==> src/rtl/line_burst_adaptor_if.sv <==
// Bundle for the line adaptor: cache-arbiter line port plus the physical-memory beat port.
// Latency: none, wiring only.
// Backpressure: memory paces beats with resp_i; the arbiter waits for the resp_o pulse.
// Ports: arbiter side read_i/write_i/address_i/line_i -> line_o/resp_o;
//        memory side burst_i/resp_i -> burst_o/address_o/read_o/write_o.
// slave = the adaptor's view, master = the view of whatever drives it.
interface line_burst_adaptor_if #(
  parameter int LINE_W = 256,
  parameter int BEAT_W = 64,
  parameter int ADDR_W = 32
);
  // arbiter side
  logic              read_i;
  logic              write_i;
  logic [ADDR_W-1:0] address_i;
  logic [LINE_W-1:0] line_i;
  logic [LINE_W-1:0] line_o;
  logic              resp_o;
  // memory side
  logic [BEAT_W-1:0] burst_i;
  logic              resp_i;
  logic [BEAT_W-1:0] burst_o;
  logic [ADDR_W-1:0] address_o;
  logic              read_o;
  logic              write_o;

  modport slave (
    input  read_i, write_i, address_i, line_i, burst_i, resp_i,
    output line_o, resp_o, burst_o, address_o, read_o, write_o
  );

  modport master (
    output read_i, write_i, address_i, line_i, burst_i, resp_i,
    input  line_o, resp_o, burst_o, address_o, read_o, write_o
  );
endinterface

==> src/rtl/line_burst_adaptor.sv <==
// Converts one cacheline read/write into a BEATS-beat burst on memory and reassembles read data.
// Latency: request seen cycle 0, burst from cycle 1, resp_o one cycle after the last beat.
// Backpressure: one transaction in flight; resp_i gaps stall the beat counter, requests held.
// Ports: clk, rst (sync, active-high); bus (line_burst_adaptor_if.slave) carries the
//        arbiter line request/response and the memory beat request/handshake.
module line_burst_adaptor #(
  parameter int LINE_W = 256,
  parameter int BEAT_W = 64,   // LINE_W must be a whole multiple of BEAT_W
  parameter int ADDR_W = 32
) (
  input  logic                 clk,
  input  logic                 rst,
  line_burst_adaptor_if.slave  bus
);
  localparam int BEATS = LINE_W / BEAT_W;
  localparam int CNT_W = (BEATS > 1) ? $clog2(BEATS) : 1;
  localparam int OFF_W = $clog2(LINE_W / 8);

  typedef enum logic [1:0] {IDLE, RD, WR, DONE} state_t;

  state_t                        state_q, state_d;
  logic [CNT_W-1:0]              cnt_q, cnt_d;
  logic [ADDR_W-1:0]             addr_q, addr_d;
  // Lines kept as beat arrays so beat k is simply element k (beat 0 = LSBs).
  logic [BEATS-1:0][BEAT_W-1:0]  wline_q, wline_d;
  logic [BEATS-1:0][BEAT_W-1:0]  rline_q, rline_d;
  logic                          last_beat;
  logic                          unused_addr_bits;

  // Offset bits within the line are dropped on purpose.
  assign unused_addr_bits = ^bus.address_i[OFF_W-1:0];

  assign last_beat = (cnt_q == CNT_W'(BEATS - 1));

  always_ff @(posedge clk) begin
    if (rst) begin
      state_q <= IDLE;
      cnt_q   <= '0;
      addr_q  <= '0;
      wline_q <= '0;
      rline_q <= '0;
    end else begin
      state_q <= state_d;
      cnt_q   <= cnt_d;
      addr_q  <= addr_d;
      wline_q <= wline_d;
      rline_q <= rline_d;
    end
  end

  always_comb begin
    state_d = state_q;
    cnt_d   = cnt_q;
    addr_d  = addr_q;
    wline_d = wline_q;
    rline_d = rline_q;
    case (state_q)
      IDLE: begin
        // resp_i is ignored here; only a request moves us on. Write wins a tie.
        if (bus.read_i || bus.write_i) begin
          addr_d  = {bus.address_i[ADDR_W-1:OFF_W], {OFF_W{1'b0}}};
          wline_d = bus.line_i;
          cnt_d   = '0;
          state_d = bus.write_i ? WR : RD;
        end
      end
      RD: begin
        if (bus.resp_i) begin
          rline_d[cnt_q] = bus.burst_i;
          // Wraps to 0 exactly on the final beat.
          cnt_d = cnt_q + CNT_W'(1);
          if (last_beat) state_d = DONE;
        end
      end
      WR: begin
        if (bus.resp_i) begin
          cnt_d = cnt_q + CNT_W'(1);
          if (last_beat) state_d = DONE;
        end
      end
      DONE:    state_d = IDLE;  // requests are deliberately not sampled here
      default: state_d = IDLE;
    endcase
  end

  // Request strobes come straight from state so they drop on the DONE entry edge.
  assign bus.read_o    = (state_q == RD);
  assign bus.write_o   = (state_q == WR);
  assign bus.resp_o    = (state_q == DONE);
  assign bus.address_o = addr_q;
  assign bus.burst_o   = wline_q[cnt_q];
  assign bus.line_o    = rline_q;
endmodule

==> src/flat_wrapper.sv <==
// flat-port wrapper written by rule: the top's interface ports become plain ports
module line_burst_adaptor_flat 
#(
  parameter int LINE_W = 256,
  parameter int BEAT_W = 64,                                               
  parameter int ADDR_W = 32
)
  (clk, rst, bus_read_i, bus_write_i, bus_address_i, bus_line_i, bus_burst_i, bus_resp_i, bus_line_o, bus_resp_o, bus_burst_o, bus_address_o, bus_read_o, bus_write_o);
  line_burst_adaptor_if #(.LINE_W(LINE_W), .BEAT_W(BEAT_W), .ADDR_W(ADDR_W)) bus_i ();
  input  logic clk;
  input  logic rst;
  input wire logic [$bits(bus_i.read_i)-1:0] bus_read_i;
  input wire logic [$bits(bus_i.write_i)-1:0] bus_write_i;
  input wire logic [$bits(bus_i.address_i)-1:0] bus_address_i;
  input wire logic [$bits(bus_i.line_i)-1:0] bus_line_i;
  input wire logic [$bits(bus_i.burst_i)-1:0] bus_burst_i;
  input wire logic [$bits(bus_i.resp_i)-1:0] bus_resp_i;
  output wire logic [$bits(bus_i.line_o)-1:0] bus_line_o;
  output wire logic [$bits(bus_i.resp_o)-1:0] bus_resp_o;
  output wire logic [$bits(bus_i.burst_o)-1:0] bus_burst_o;
  output wire logic [$bits(bus_i.address_o)-1:0] bus_address_o;
  output wire logic [$bits(bus_i.read_o)-1:0] bus_read_o;
  output wire logic [$bits(bus_i.write_o)-1:0] bus_write_o;
  assign bus_i.read_i = bus_read_i;
  assign bus_i.write_i = bus_write_i;
  assign bus_i.address_i = bus_address_i;
  assign bus_i.line_i = bus_line_i;
  assign bus_i.burst_i = bus_burst_i;
  assign bus_i.resp_i = bus_resp_i;
  assign bus_line_o = bus_i.line_o;
  assign bus_resp_o = bus_i.resp_o;
  assign bus_burst_o = bus_i.burst_o;
  assign bus_address_o = bus_i.address_o;
  assign bus_read_o = bus_i.read_o;
  assign bus_write_o = bus_i.write_o;
  line_burst_adaptor #(.LINE_W(LINE_W), .BEAT_W(BEAT_W), .ADDR_W(ADDR_W)) u_core (.clk(clk), .rst(rst), .bus(bus_i));
endmodule
==> config.mk <==
export PLATFORM = sky130hd
export DESIGN_NAME = line_burst_adaptor_flat
export DESIGN_NICKNAME = d
export VERILOG_FILES = /design/src/rtl/line_burst_adaptor_if.sv /design/src/rtl/line_burst_adaptor.sv /design/src/flat_wrapper.sv
export SDC_FILE = /design/constraint.sdc
export NUM_CORES = 1
export LEC_CHECK = 0
export ABC_AREA = 1
export CAP_MARGIN = 10
export CORE_ASPECT_RATIO = 0.6
export CORE_MARGIN = 3
export CORE_UTILIZATION = 25
export DETAILED_ROUTE_END_ITERATION = 10
export GPL_ROUTABILITY_DRIVEN = 0
export GPL_TIMING_DRIVEN = 0
export PLACE_DENSITY = 0.53
export SYNTH_ARGS = -nofsm -noshare
export SYNTH_HDL_FRONTEND = slang
export SYNTH_SLANG_ARGS = --single-unit
==> constraint.sdc <==
create_clock -name clk -period 2.5 [get_ports clk]
set_input_delay 0.625 -clock clk [delete_from_list [all_inputs] [get_ports clk]]
set_output_delay 0.625 -clock clk [all_outputs]
set_load 0.005 [all_outputs]
## Yosys cells after proc, flatten, opt, wreduce, memory -nomap -nowiden

Index checks and enable logic that the tools add are counted.

- Input port bits: 357
- Logic and storage cells: 43
- Flip-flop bits (word level): 543

- Equality and inequality tests: 7
- Order comparisons: 2
- Muxes and demuxes: 13
- $add $sub $neg: 1
- Reductions and logical operators: 9

Operators with widths:

| kind | number |
|---|---|
| $bwmux W256 | 1 |
| $bmux W64 S2 | 1 |
| $demux W64 S2 | 1 |
| $mux W64 | 2 |
| $mux W2 | 6 |
| $eq A2 B2 Y1 const B | 3 |
| $ne A2 B1 Y1 const B | 3 |
| $pmux W2 S3 | 1 |
| $reduce_and A3 Y1 | 2 |
| $pmux W2 S2 | 1 |
| $reduce_and A2 Y1 | 2 |
| $lt A2 B3 Y1 const B | 1 |
| $add A2 B1 Y2 const B | 1 |
| $eq A2 B1 Y1 const B | 1 |
| $ge A2 B1 Y1 const B | 1 |
| $logic_not A2 Y1 | 1 |
| $reduce_bool A2 Y1 | 1 |
| $reduce_or A2 Y1 | 1 |
| $logic_and A1 B1 Y1 | 1 |
| $logic_or A1 B1 Y1 | 1 |

## Logic depth before layout (Yosys ltp)

- Word-level depth: 5
- Mapped depth: 9
- Mapped depth without buffers: 7

## Worst setup path before layout

Ideal clock, no wire load.

- Path type: register -> register
- Start point: reg u_core.cnt_q[0]
- End point: reg u_core.rline_q, in the netlist u_core.bus.line_o[171]
- Setup time: 0.128 ns
- Required time: 2.372 ns
- Setup slack: 0.654 ns
- Path buffers: 4
- Cell stages (with the launch flop): 9
- Data arrival time: 1.718 ns
- Period minus slack after synthesis: 1.846 ns
- Cells stage by stage: dfxtp_1 > inv_1 > buf_2 > buf_1 > ha_1 > nand3_1 > clkbuf_1 > clkbuf_1 > a21oi_1

- Cells in the longest elaborated chain, start to end: 5

Ends and longest elaborated chain:

| what | RTL line | RTL |
|---|---|---|
| start: declaration | line_burst_adaptor.sv:22 | `logic [CNT_W-1:0] cnt_q, cnt_d;` |
| start signal: assignment | line_burst_adaptor.sv:44 | `cnt_q <= cnt_d;` |
| $lt A2 B3 Y1 (implied by the code) or $ge A2 B1 Y1 (tied branches) | line_burst_adaptor.sv:69 | `rline_d[cnt_q] = bus.burst_i;` |
| $logic_and A1 B1 Y1 (implied by the code) | line_burst_adaptor.sv:69 |  |
| $mux W64 (implied by the code) | line_burst_adaptor.sv:69 |  |
| $demux W64 S2 * | n/a |  |
| $bwmux W256 * | line_burst_adaptor.sv:69 |  |
| end signal: assignment | line_burst_adaptor.sv:47 | `rline_q <= rline_d;` |
| end: declaration | line_burst_adaptor.sv:26 | `logic [BEATS-1:0][BEAT_W-1:0] rline_q, rline_d;` |

Mark *: on every way between the ends. The rest lies on a longest branch, timed or not.
A chain may end at the register's enable or synchronous reset.

## Worst setup path in the final report

- Start point: reg u_core.cnt_q[0]
- End point: out bus_burst_o[60]

- Cells in the longest elaborated chain, start to end: 2

Ends and longest elaborated chain:

| what | RTL line | RTL |
|---|---|---|
| $bmux W64 S2 | line_burst_adaptor.sv:91 | `assign bus.burst_o = wline_q[cnt_q];` |
| $mux W64 (implied by the code) | line_burst_adaptor.sv:91 |  |
| end: declaration | flat_wrapper.sv:20 | `output wire logic [$bits(bus_i.burst_o)-1:0] bus_burst_o;` |

No other way between the ends. The select of a mux whose other input is x is not followed.

==> results.cfg <==
[outcome]
status = complete, but fails checks
violations = negative setup slack

[clock_network]
htree_levels = 2
worstSkewPairLatency_ns = 0.63
clockRootBuffer = clkbuf_16
clock_sinks = 543
numCtsBuffers = 56
cts_tree = built
cts_buffer_depth = 3
cts.hold.buffers_added = 0
clkTransAtPathRegs_ns = 0.07

[detailed_routing]
detail_route.iter0.violations = 1877
detail-route-antenna-nets = 0
wire_per_inst_um = 21.64
via_per_inst = 4.774
first_pass_iters = 7
drc = 0
drt-total-wl_um = 102800
vias = 22673

[sta]
rsz0062_at_grt = true
clock_skew_ns = 0.03590
setup_violations = 33
hold_violations = 0
timing.setup.tns_ns = -0.7899
maxSlewViolCount = 0
setup_ws_ns = -0.07555
maxSlewHeadroom_pct = 15.69
period_share_pct = 103.0
finalCriticalPeriod_ns = 2.576
worst_slew_pin_slew_ns = 1.265
max_freq_ghz = 0.3883
hold_ws_ns = 0.4439

[synth]
synth.area.mux_share_pct = 0
synth_cells = 2785
synth_top_area_cell = dfxtp_1
yosys.area_share.simple_pct = 14.41
yosys.area_share.xor_xnor_pct = 0
yosys_warnings = 0
synth_compound_gate_area_share_pct = 23.78
synth_edf_count = 0
synth_top_area_share_pct = 51.14
syn_area_per_cell_um2 = 7.633
post_synth_num_cell_types = 18
synth.area.top_cells = dfxtp_1 (51%), a21oi_1 (13%), o21ai_0 (9.1%)
syn_area_um2 = 21260
ys_ff_latch = 543
synthArstFlopShare_pct = 0
synth-adder-area-share_pct = 0.5297
yosysSeqAreaShare_pct = 51.14
netlist_top_cells_count = a21oi_1 (543), dfxtp_1 (543), o21ai_0 (387)
yosys_most_used_dff = dfxtp_1
synth_top_family_by_area = compound AO/OA/AOI/OAI gates

[setup_path]
slowest_stage = dfxtp_4
worstSetupStartpointType = flop
crit_arrival_ns = 1.95
cp.required_ns = 1.88
crit_buf_inv = 4
crit_type = reg -> out
cp-end-kind = output port
cpMostUsedCell = buf_12
crit_chain = inv_8, buf_12, buf_12, nor2_2, o22ai_1, clkdlybuf4s15_2
critPathMaxFanout = 10
crit_family = buffers and inverters
slowest_delay_ns = 0.48

[global_route]
grt_antenna_before_repair = 24
grt.total_usage_pct = 21.75
grt_pass1_wl_um = 143800
grt-ovfl-total = 0
grt_start_max_net_pins = 20
grt_pass1_vias = 20727

[pwr]
combPwrFrac_pct = 40.1
cellPowerDensity_nw_per_um2 = 1019
seq_power_share_pct = 33.0
pwr-share-clk_pct = 27.0
power_leakage_nw = 11.84
vdd_drop_max_uv = 621.2
switching_share_pct = 37.70
internal_power_w = 0.02058
p_sw_w = 0.01245

[floorplanning]
rows = 82
start_util_pct = 25.36
num_io_pins = 712
die_area_um2 = 88680
die_w_um = 382.5
core_area_um2 = 83820
fp.dieH_um = 231.9

[layout]
area_growth_pct = 52.45
final_area_um2 = 32410
drive_gt1_share_pct = 10.95
finish.net_count = 3923

[place]
placed_cell_area_um2 = 29700
dp_hpwl_um = 79820
dpl_worst_slack_ns = -0.6742
io_buffer_count = 700

[min_path]
worstHoldPathType = reg -> reg

[run]
maxCapViolCount = 0
## through the flow
stage | util (%) | total power (W) | cells
floorplan | - | 0.01671 | 2789
global placement | 35.43 | 0.02306 | 4623
detailed placement | 35.43 | 0.02309 | 4623
CTS | 38.30 | 0.03257 | 4729
global route | 38.65 | 0.03480 | 4745
finish | 38.66 | 0.03303 | 4749
## layout make-up
type,instances,area (µm²)
flip-flops and latches,543,10880
clock buffers,78,1584
well taps,1134,1419
clock inverters,22,321.6
plain buffers,255,1649
multi-input cells,1727,8637
fillers,8726,51420
repair buffers,711,6884
inverters,263,994.7
diodes,16,40.04
## registers in the layout (all words and copies together), names as in the netlist
name and count:
u_core.state_q 2, u_core.wline_q 256, u_core.bus.address_o 27, u_core.bus.line_o 256
u_core.cnt_q 2
## tightest hold or removal path, stage by stage (launching register included)
cell and delay, ns:
dfxtp_1 0.31, inv_1 0.05, a21oi_1 0.05
## power by group through the flow
stage | Combinational [W] | Sequential, W | Clock [W]
floorplan | 0.00599 | 0.0107 | 0
global placement | 0.0122 | 0.0109 | 0
detailed placement | 0.0122 | 0.0109 | 0
CTS | 0.0127 | 0.0108 | 0.00911
global route | 0.0144 | 0.0110 | 0.00944
finish | 0.0132 | 0.0109 | 0.00891
## cells by family after synthesis
logic type / after synthesis
buf+inv: 519
flops: 543
other cells: 1
fa+ha+maj: 9
simple gates: 719
compound gates: 994
## layer usage
metal	global-route usage, %	up-vias	part of all wire [%]
li1	-	10903	-
met1	31.54	10778	47
met2	31.95	851	43
met3	4.994	135	7.7
met4	6.233	6	2.4
met5	0	-	0.034
## worst paths after layout
path         depth (start not counted)  slack, ns                                from                                   to
max                                  6      -0.08        u_core.cnt_q[0]$_SDFFE_PP0P_                      bus_burst_o[60]
min                                  2       0.44  u_core.bus.line_o[92]$_SDFFE_PP0P_   u_core.bus.line_o[92]$_SDFFE_PP0P_
max reg2reg                          8       0.11        u_core.cnt_q[0]$_SDFFE_PP0P_  u_core.bus.line_o[171]$_SDFFE_PP0P_
min reg2reg                          2       0.44  u_core.bus.line_o[92]$_SDFFE_PP0P_   u_core.bus.line_o[92]$_SDFFE_PP0P_
## layout by cell type, fill, tap and decap left out, types with 41 or more instances in the layout
master / instances
dfxtp_1: 541
o22ai_1: 48
buf_4: 41
clkbuf_16: 61
nor2_1: 110
a21oi_1: 543
clkdlybuf4s50_1: 633
o21ai_0: 305
clkbuf_1: 118
inv_1: 260
nand3_1: 288
buf_2: 108
nand2_1: 295
## timing repair
item,4_1_cts,5_1_grt
pin swaps,13,36
gates resized for setup,403,216
setup buffers,5,1
endpoints found under the setup margin,260,102
cloned,2,3
Power figures use the tool's default switching activity.
